### src/rtl/dram_read_arbiter_pkg.sv
// Shared configuration for the DRAM read arbiter: default widths, depths and small helpers.
package dram_read_arbiter_pkg;

  localparam int unsigned GLOBAL_ADDR_BW    = 32;
  localparam int unsigned DATA_BW           = 32;
  localparam int unsigned CACHE_SIZE        = 4;
  localparam int unsigned DRAMARB_N_PORT    = 2;
  localparam int unsigned DRAMARB_TAG_DEPTH = 4;
  localparam int unsigned PERF_BW           = 16;

  typedef logic [$clog2(DRAMARB_N_PORT)-1:0] dram_tag_t;

  // Saturating increment for the performance counters.
  function automatic logic [PERF_BW-1:0] sat_inc(input logic [PERF_BW-1:0] v);
    return (v == '1) ? v : v + 1'b1;
  endfunction

endpackage

### src/rtl/dram_read_arbiter_rr_grant.sv
// Combinational round-robin pick: first requester at or after i_ptr, wrapping around.
module dram_read_arbiter_rr_grant #(
  parameter int unsigned N = 2,
  localparam int unsigned IW = $clog2(N)
) (
  input  logic [N-1:0]  i_req,
  input  logic [IW-1:0] i_ptr,
  output logic [N-1:0]  o_onehot,
  output logic [IW-1:0] o_idx,
  output logic          o_any
);

  localparam int unsigned CW = IW + 1;
  localparam logic [CW-1:0] NW = CW'(N);

  logic [CW-1:0] cand;

  always_comb begin
    o_onehot = '0;
    o_idx    = '0;
    o_any    = 1'b0;
    cand     = '0;
    // Walk from the farthest offset down so the nearest requester is written last and wins.
    for (int i = N - 1; i >= 0; i--) begin
      cand = {1'b0, i_ptr} + CW'(i);
      if (cand >= NW) cand = cand - NW;
      if (i_req[cand[IW-1:0]]) begin
        o_any = 1'b1;
        o_idx = cand[IW-1:0];
      end
    end
    if (o_any) o_onehot[o_idx] = 1'b1;
  end

endmodule

### src/rtl/dram_read_arbiter.sv
// Merges N_PORT DRAM read-address streams into one request port and routes in-order read data back.
// Optional counters: define DRAM_ARB_PERF_EN to enable per-port grant/stall counters.
module dram_read_arbiter
  import dram_read_arbiter_pkg::*;
#(
  parameter int unsigned N_PORT    = DRAMARB_N_PORT,
  parameter int unsigned GBW       = GLOBAL_ADDR_BW,
  parameter int unsigned DBW       = DATA_BW,
  parameter int unsigned CSIZE     = CACHE_SIZE,
  parameter int unsigned TAG_DEPTH = DRAMARB_TAG_DEPTH
) (
  input  logic                              i_clk,
  input  logic                              i_rst,
  input  logic [N_PORT-1:0]                 i_req_rdy,
  output logic [N_PORT-1:0]                 o_req_ack,
  input  logic [N_PORT-1:0][GBW-1:0]        i_req_addr,
  output logic                              o_dramra_rdy,
  input  logic                              i_dramra_ack,
  output logic [GBW-1:0]                    o_dramra,
  input  logic                              i_dramrd_rdy,
  output logic                              o_dramrd_ack,
  input  logic [CSIZE-1:0][DBW-1:0]         i_dramrd,
  output logic [N_PORT-1:0]                 o_rsp_rdy,
  input  logic [N_PORT-1:0]                 i_rsp_ack,
  output logic [CSIZE-1:0][DBW-1:0]         o_rsp_data,
  output logic [N_PORT-1:0][PERF_BW-1:0]    o_perf_grant,
  output logic [N_PORT-1:0][PERF_BW-1:0]    o_perf_stall
);

  localparam int unsigned TW   = $clog2(N_PORT);
  localparam int unsigned PW   = $clog2(TAG_DEPTH);
  localparam int unsigned CNTW = $clog2(TAG_DEPTH + 1);

  typedef logic [TW-1:0] tag_t;

  function automatic logic [PW-1:0] ptr_inc(input logic [PW-1:0] p);
    return (p == PW'(TAG_DEPTH - 1)) ? '0 : p + 1'b1;
  endfunction

  tag_t            rr_ptr_q, rr_ptr_d;
  logic            ra_vld_q, ra_vld_d;
  logic [GBW-1:0]  ra_addr_q, ra_addr_d;
  tag_t            tag_mem_q [TAG_DEPTH];
  logic [PW-1:0]   wr_ptr_q, rd_ptr_q;
  logic [CNTW-1:0] count_q, count_d;

  logic [N_PORT-1:0] win_onehot;
  tag_t              win_idx;
  logic              win_any;
  logic              can_issue, grant, pop, tag_empty, tag_full;
  tag_t              tag_head;

  dram_read_arbiter_rr_grant #(
    .N (N_PORT)
  ) u_rr_grant (
    .i_req    (i_req_rdy),
    .i_ptr    (rr_ptr_q),
    .o_onehot (win_onehot),
    .o_idx    (win_idx),
    .o_any    (win_any)
  );

  assign tag_empty = (count_q == '0);
  // Full blocks grants regardless of a same-cycle pop, so the grant path never sees the return path.
  assign tag_full  = (count_q == CNTW'(TAG_DEPTH));
  assign can_issue = (!ra_vld_q || i_dramra_ack) && !tag_full;
  assign grant     = can_issue && win_any;
  assign o_req_ack = grant ? win_onehot : '0;

  assign o_dramra_rdy = ra_vld_q;
  assign o_dramra     = ra_addr_q;

  assign tag_head     = tag_mem_q[rd_ptr_q];
  assign o_dramrd_ack = !tag_empty && i_rsp_ack[tag_head];
  assign pop          = i_dramrd_rdy && o_dramrd_ack;
  assign o_rsp_data   = i_dramrd;

  always_comb begin
    o_rsp_rdy = '0;
    if (i_dramrd_rdy && !tag_empty) o_rsp_rdy[tag_head] = 1'b1;
  end

  always_comb begin
    rr_ptr_d  = rr_ptr_q;
    ra_vld_d  = ra_vld_q;
    ra_addr_d = ra_addr_q;
    if (grant) begin
      rr_ptr_d  = (win_idx == TW'(N_PORT - 1)) ? '0 : win_idx + 1'b1;
      ra_vld_d  = 1'b1;
      ra_addr_d = i_req_addr[win_idx];
    end else if (i_dramra_ack) begin
      ra_vld_d  = 1'b0;
    end
  end

  always_comb begin
    case ({grant, pop})
      2'b10:   count_d = count_q + 1'b1;
      2'b01:   count_d = count_q - 1'b1;
      default: count_d = count_q;
    endcase
  end

  always_ff @(posedge i_clk or negedge i_rst) begin
    if (!i_rst) begin
      rr_ptr_q  <= '0;
      ra_vld_q  <= 1'b0;
      ra_addr_q <= '0;
      wr_ptr_q  <= '0;
      rd_ptr_q  <= '0;
      count_q   <= '0;
      for (int unsigned i = 0; i < TAG_DEPTH; i++) tag_mem_q[i] <= '0;
    end else begin
      rr_ptr_q  <= rr_ptr_d;
      ra_vld_q  <= ra_vld_d;
      ra_addr_q <= ra_addr_d;
      count_q   <= count_d;
      if (grant) begin
        tag_mem_q[wr_ptr_q] <= win_idx;
        wr_ptr_q            <= ptr_inc(wr_ptr_q);
      end
      if (pop) rd_ptr_q <= ptr_inc(rd_ptr_q);
    end
  end

  // Read data must never arrive without an outstanding request to route it to.
  assert property (@(posedge i_clk) disable iff (!i_rst) i_dramrd_rdy |-> !tag_empty);

`ifdef DRAM_ARB_PERF_EN
  logic [N_PORT-1:0][PERF_BW-1:0] perf_grant_q, perf_grant_d;
  logic [N_PORT-1:0][PERF_BW-1:0] perf_stall_q, perf_stall_d;

  always_comb begin
    perf_grant_d = perf_grant_q;
    perf_stall_d = perf_stall_q;
    for (int unsigned k = 0; k < N_PORT; k++) begin
      if (o_req_ack[k]) perf_grant_d[k] = sat_inc(perf_grant_q[k]);
      if (i_req_rdy[k] && !o_req_ack[k]) perf_stall_d[k] = sat_inc(perf_stall_q[k]);
    end
  end

  always_ff @(posedge i_clk or negedge i_rst) begin
    if (!i_rst) begin
      perf_grant_q <= '0;
      perf_stall_q <= '0;
    end else begin
      perf_grant_q <= perf_grant_d;
      perf_stall_q <= perf_stall_d;
    end
  end

  assign o_perf_grant = perf_grant_q;
  assign o_perf_stall = perf_stall_q;
`else
  assign o_perf_grant = '0;
  assign o_perf_stall = '0;
`endif

endmodule

### config.mk
export PLATFORM = sky130hd
export DESIGN_NAME = dram_read_arbiter
export DESIGN_NICKNAME = d
export VERILOG_FILES = /design/src/rtl/dram_read_arbiter_pkg.sv /design/src/rtl/dram_read_arbiter_rr_grant.sv /design/src/rtl/dram_read_arbiter.sv
export SDC_FILE = /design/constraint.sdc
export NUM_CORES = 1
export LEC_CHECK = 0
export ABC_AREA = 1
export CORE_AREA = 2 2 167 169
export CTS_CLUSTER_DIAMETER = 100
export DETAILED_ROUTE_END_ITERATION = 12
export DIE_AREA = 0 0 169 171
export PLACE_DENSITY = 0.53
export SYNTH_ARGS = -nofsm -noshare
export SYNTH_HDL_FRONTEND = slang
export SYNTH_SLANG_ARGS = --single-unit
### constraint.sdc
create_clock -name i_clk -period 2.4 [get_ports i_clk]
set_input_delay 0.36 -clock i_clk [delete_from_list [all_inputs] [get_ports i_clk]]
set_output_delay 0.36 -clock i_clk [all_outputs]
set_load 0.05 [all_outputs]
==> summary.md, run 1 <==
| Metric | Value |
|---|---|
| Worst R2R Start | `rd_ptr_q[0]$_DFFE_PN0P_` |
| CTS tree | `built` |
| Final Skew | `just over 0.01 ns` |
| Syn Area/Cell | `8.03 µm²` |
| CP endpoint kind | `primary output` |
| Via/cell ratio | `about 3.2` |
| Yosys warns | `0` |
| DP HPWL | `8260 µm` |
| Iter 0 DRT Violations | `46` |
| Vias in the first global route | `about 2,500` |
| Initial antenna violation count | `0` |
| Tot GR Track Use | `7.10%` |
| Total power | `5440 µW` |
| Crit-path max FO | `6` |
| Register area share after synthesis | `30.5%` |
| CP Cell Sequence | `clkdlybuf4s50_1 > or2_4 > nand2_4 > nor2_8 > inv_6 > buf_4 > nor2_8 > buf_12` |
| CP Launch Type | `input pin` |
| Delay-heaviest family, CP | `buffers and inverters` |
| Synthesis-stage register bit count | `45` |
| CTS sink cnt | `45` |
| Reg clk slew, reported paths | `approximately 0.08 ns` |
| CORE AREA | `27,300 µm²` |
| VDD IR max | `0.559 mV` |
| CP max stage cell | `clkdlybuf4s50_1` |
| Distinct cell type count after synthesis | `24` |
| Final setup viols | `0` |
| Worst-margin pin slew | `0.644 ns` |
| GP Congestion | `about 0.7` |
| Chip width | `169 µm` |
| Power Density | `1290 nW/µm²` |
| Bufs on Longest Clock Path | `2` |
| Post-route setup TNS | `0 ns` |
| Finished Layout Cells | `796` |
| Post-layout minimum cycle time | `2.16 ns` |
| Post-CTS Hold Buffers | `0` |
| # port buffers | `109` |
| Grt ovf | `0` |
| ANT nets after route | `0` |
| Largest net degree at the start of global routing | `46` |
| WL/cell | `13.3 µm` |
| H-tree depth | `2` |
| DRC violations left | `0` |
| Vias | `between 2,000 and 3,000` |
| Num CTS Buffers | `5` |
| Final period utilization | `about nine tenths` |
| First-pass GRT wire length | `14,700 µm` |
| # rows | `61` |
| Critical path class | `input pin to primary output` |
| Worst path max stage delay | `0.53 ns` |
| Core Util, Final | `15.4%` |
| Worst path buffer plus inverter count | `4` |
| Die footprint | `28,900 µm²` |
| Worst Hold Class | `input pin to async pin` |
| Ant diodes | `0` |
| Register area | `1130 µm²` |
| CTS root buffer | `clkbuf_16` |
| Req. time, crit path | `between 2 and 2.5 ns` |
| Final Hold Vio Count | `0` |
| Starting Density | `13.5%` |
| Filler cells | `roughly 3,100` |
| Hold WS | `0.163 ns` |
| CP startpoint | `i_req_rdy[0]` |
| Pleak | `approximately 0.0019 µW` |
| Clock Latency Late Sink | `0.30 ns` |
| Nets | `about 660` |
| Most used cell, CP | `nor2_8` |
| F_max | `~460 MHz` |
| Maxcap violations | `0` |
| Status | `finished clean` |
| Area of the multi-input gates | `~1200 µm²` |
| Die height | `171 µm` |
| P&R area growth vs syn | `14.3%` |
| Max-slew violations | `0` |
| Worst Path Arrival | `1.80 ns` |
| Cells after Synth | `459` |
| Share of layout cells above drive strength 1 | `under 10%` |
| Cell Area, Synth | `3690 µm²` |
| Top Ports | `430` |
| Dpl cells | `approximately 790` |
| Max-slew headroom | `57.0%` |
| DRT Pass-1 Iters | `4` |
| WL final | `10,600 µm` |
[worst reg2reg max path, stage by stage (launching register included)]
cell     delay, ns
dfrtp_1       0.41
inv_1         0.08
nand2_1       0.06
nand3_1       0.09
nand2_1       0.08
nand2_1       0.08
nand4_1       0.13
inv_1         0.09
ha_1          0.14
inv_1         0.06
fa_1          0.37
a21oi_1       0.14
o21ai_0       0.11
xor2_1        0.15
[Yosys cell counts (all sizes together)]
| cell type | n | area, µm² |
|---|---|---|
| a21boi | 1 | 18.8 |
| a21oi | 2 | 10.0 |
| buf | 201 | 1530 |
| conb | 1 | 3.75 |
| dfrtp | 45 | 1130 |
| fa | 1 | 20.0 |
| ha | 6 | 75.1 |
| inv | 16 | 65.1 |
| nand2 | 125 | 482 |
| nand3 | 39 | 200 |
| nand4 | 1 | 6.26 |
| nor2 | 9 | 82.6 |
| o21ai | 9 | 45.0 |
| or2 | 1 | 8.76 |
| xnor2 | 1 | 8.76 |
| xor2 | 1 | 8.76 |
[metrics by stage]
| step | area [µm²] | setup slack [ns] |
|---|---|---|
| 2_1_floorplan | 3930 | 0.113 |
| 3_3_place_gp | 4050 | -0.0164 |
| 3_5_place_dp | 4050 | -0.0165 |
| 4_1_cts | 4210 | 0.213 |
| 5_1_grt | 4210 | -0.000686 |
| 6_report | 4210 | 0.238 |
[worst paths after layout]
path,endpoint,slack [ns],cells after the start
worst min-delay path,o_dramra[29]$_DFFE_PN0P_,0.16,2
max in group asynchronous,o_dramra_rdy$_DFFE_PN0P_,1.77,2
worst min register to register,count_q[1]$_DFFE_PN0P_,0.49,2
min in group i_clk,count_q[1]$_DFFE_PN0P_,0.49,2
worst max register to register,count_q[2]$_DFFE_PN0P_,0.29,13
worst max-delay path,o_req_ack[0],0.24,8
[layout make-up]
type	instances	share of cell area (%)
clock buffer	6	3.30
clock inverter	2	0.386
inverter	16	1.54
multi-input combinational	260	28.6
sequential	45	26.8
tap	346	10.3
timing repair buffer	121	29.1
[cells in the final DEF (no fill, tap or decap), drive strengths merged]
cell type	count
nand4	1
o21ai	9
conb	64
buf	18
nand3	39
clkdlybuf4s50	103
clkinvlp	1
xor2	1
dfrtp	45
inv	17
clkbuf	6
a21oi	2
or2	1
a21boi	1
fa	1
nor2	9
ha	6
nand2	125
xnor2	1
[metal layers]
layer | routed length, µm | GRT usage (%)
met1 | 3570 | 6.87
met2 | 4260 | 9.52
met3 | 1560 | 4.23
met4 | 1210 | 8.77
met5 | 0 | 0
[logic make-up after synthesis]
logic type,after synthesis,share of synthesized area [%]
flip-flops,45,30.5
XOR/XNOR,2,0.475
buffers and inverters,217,43.2
other,1,0.102
adder cells (fa/ha/maj),7,2.58
AND/OR/NAND/NOR,175,21.1
AO/OA/AOI/OAI,12,2.00
[sequential cells by signal (all words and copies together), names as in the netlist]
register      flops
o_dramra         32
tag_mem_q         4
count_q           3
rd_ptr_q          2
wr_ptr_q          2
o_dramra_rdy      1
rr_ptr_q          1
[power breakdown]
group | switching, µW | internal (µW)
clock network | 358 | 420
logic | 2210 | 1110
registers | 228 | 1120
total | 2790 | 2650
[timing repair]
action                                  4_1_cts  5_1_grt
setup buffers                                 0        1
endpoints found under the setup margin        0        1
resized for setup                             0        0
Power figures use the tool's default switching activity.
==> inputs of run 2 (changes only) <==
clock period = 2.15 ns   (was 2.4 ns; I/O delays follow)
==> summary.md, run 2 (synthesis gave the netlist of run 1 again) <==
| Metric | Value |
|---|---|
| Reg clk slew, reported paths | `0.08 ns` |
| WL/cell | `12.8 µm` |
| Ant diodes | `0` |
| Status | `finished clean` |
| Max reg flops | `32` |
| Via/cell ratio | `about 3.1` |
| Pre-CTS setup slack | `-0.198 ns` |
| Worst path max stage delay | `0.52 ns` |
| Final setup viols | `0` |
| Vias in the first global route | `2,364` |
| DRC violations left | `0` |
| Setup slack after layout | `approximately 0.086 ns` |
| DP HPWL | `8050 µm` |
| Vias | `2,496` |
| CP max stage cell | `clkdlybuf4s50_1` |
| Req. time, crit path | `1.83 ns` |
| Worst Hold Class | `input pin to async pin` |
| Bufs on Longest Clock Path | `2` |
| Worst R2R Start | `rd_ptr_q[0]$_DFFE_PN0P_` |
| Critical Path End | `o_req_ack[0]` |
| Post-layout minimum cycle time | `2.06 ns` |
| Worst-margin pin slew | `slightly above 0.6 ns` |
| Most used cell, CP | `nor2_8` |
| H-tree depth | `2` |
| WL final | `10,200 µm` |
| Die height | `171 µm` |
| VDD IR max | `about 0.55 mV` |
| Commonest non-fill, non-tap cell in the layout | `nand2_1` |
| Chip width | `169 µm` |
| R2R depth | `13` |
| Top Ports | `430` |
| Starting Density | `13.5%` |
| GP Congestion | `about 0.69` |
| Nets | `660` |
| Hold WS | `0.0183 ns` |
| Max-slew headroom | `59.0%` |
| Share of layout cells above drive strength 1 | `between 10% and 20%` |
| Iter 0 DRT Violations | `68` |
| Final period utilization | `96.0%` |
| Crit Reg-Reg Endpoint | `count_q[2]$_DFFE_PN0P_` |
| Most frequent cells in the layout | `nand2_1, clkdlybuf4s50_1, conb_1` |
| Num CTS Buffers | `5` |
| Initial antenna violation count | `0` |
| P&R area growth vs syn | `16.4%` |
| Grt ovf | `0` |
| Power Density | `1430 nW/µm²` |
| Crit-path max FO | `6` |
| CTS sink cnt | `45` |
| RSZ-0062 raised after global routing | `yes` |
| F_max | `485 MHz` |
| Die footprint | `28,900 µm²` |
| CTS root buffer | `clkbuf_16` |
| Tot GR Track Use | `under 10%` |
| # rows | `61` |
| First-pass GRT wire length | `14,300 µm` |
| CP endpoint kind | `primary output` |
| Critical path class | `input pin to primary output` |
| Pleak | `0.00195 µW` |
| Filler cells | `3,131` |
| Largest net degree at the start of global routing | `34` |
| CP startpoint | `i_req_rdy[1]` |
| R2R Setup Slk | `around 0.11 ns` |
| Final Hold Vio Count | `0` |
| Final Skew | `0.00846 ns` |
| ANT nets after route | `0` |
| CP Cell Sequence | `clkdlybuf4s50_1 > or2_4 > nand2_4 > nor2_8 > inv_6 > buf_4 > nor2_8 > buf_12` |
| Clock Latency Late Sink | `around 0.3 ns` |
| Max-slew violations | `0` |
| CTS tree | `built` |
| CP Launch Type | `input pin` |
| Worst Path Arrival | `1.74 ns` |
| CORE AREA | `27,300 µm²` |
| # port buffers | `109` |
| Maxcap violations | `0` |
| DRT Pass-1 Iters | `4` |
[run 2: changes by cell type in the layout (fill, tap and decap cells not counted), sizes merged]
| cell | delta |
|---|---|
| buf | +6 |
| clkdlybuf4s50 | -2 |
[run 2: final cells by class]
| class | instances | area (µm²) | area share (%) |
|---|---|---|---|
| inverter | 16 | 65.1 | 1.52 |
| sequential | 45 | 1130 | 26.3 |
| tap | 346 | 433 | 10.1 |
| multi-input combinational | 260 | 1230 | 28.8 |
| clock buffer | 6 | 139 | 3.24 |
| timing repair buffer | 125 | 1280 | 29.7 |
| clock inverter | 2 | 16.3 | 0.379 |
[run 2: worst min-delay path by stage]
stage / startpoint / endpoint / slack (ns) / cells past startpoint
floorplan: i_rst / count_q[0]$_DFFE_PN0P_ / 0.03 / 0
global placement: i_rst / o_dramra[23]$_DFFE_PN0P_ / 0.37 / 1
detailed placement: i_rst / o_dramra[23]$_DFFE_PN0P_ / 0.38 / 1
CTS: i_rst / o_dramra[23]$_DFFE_PN0P_ / 0.04 / 1
global route: i_rst / o_dramra[23]$_DFFE_PN0P_ / 0.06 / 1
finish: i_rst / o_dramra[23]$_DFFE_PN0P_ / 0.02 / 1
[run 2: metal layers]
| metal | global-route usage [%] | vias up | wire length, µm |
|---|---|---|---|
| li1 | - | 1149 | - |
| met1 | 6.64 | 1059 | 3450 |
| met2 | 10.2 | 197 | 4400 |
| met3 | 3.45 | 91 | 1270 |
| met4 | 8.03 | 0 | 1090 |
| met5 | 0 | - | 0 |
[run 2: worst max-delay path: cells and delay by family]
kind | cells | cell delay [ns]
and+or+nand+nor | 4 | 0.51
buffers and inverters | 4 | 0.89
[run 2: metrics by stage]
step	util, %	cell area [µm²]	instances	TNS (ns)	total power [µW]
after floorplan	-	3930	522	0	4660
after global placement	15.0	4110	791	-0.187	5290
after detailed placement	15.0	4110	791	-0.198	5300
after CTS	15.6	4270	800	0	6240
after global routing	15.7	4290	800	-0.103	6590
final	15.7	4290	800	0	6150
[run 2: where the power goes]
group / switching [µW] / internal [µW] / leakage [µW]
sequential: 254 / 1250 / 0.000551
combinational: 2510 / 1290 / 0.00133
clock: 388 / 469 / 0.0000735
total: 3150 / 3010 / 0.00195
[run 2: timing repair]
action	CTS	global route
resized for setup	0	6
pin swaps	0	1
endpoints found under the setup margin	1	1
hold buffers	0	0
setup buffers	1	0
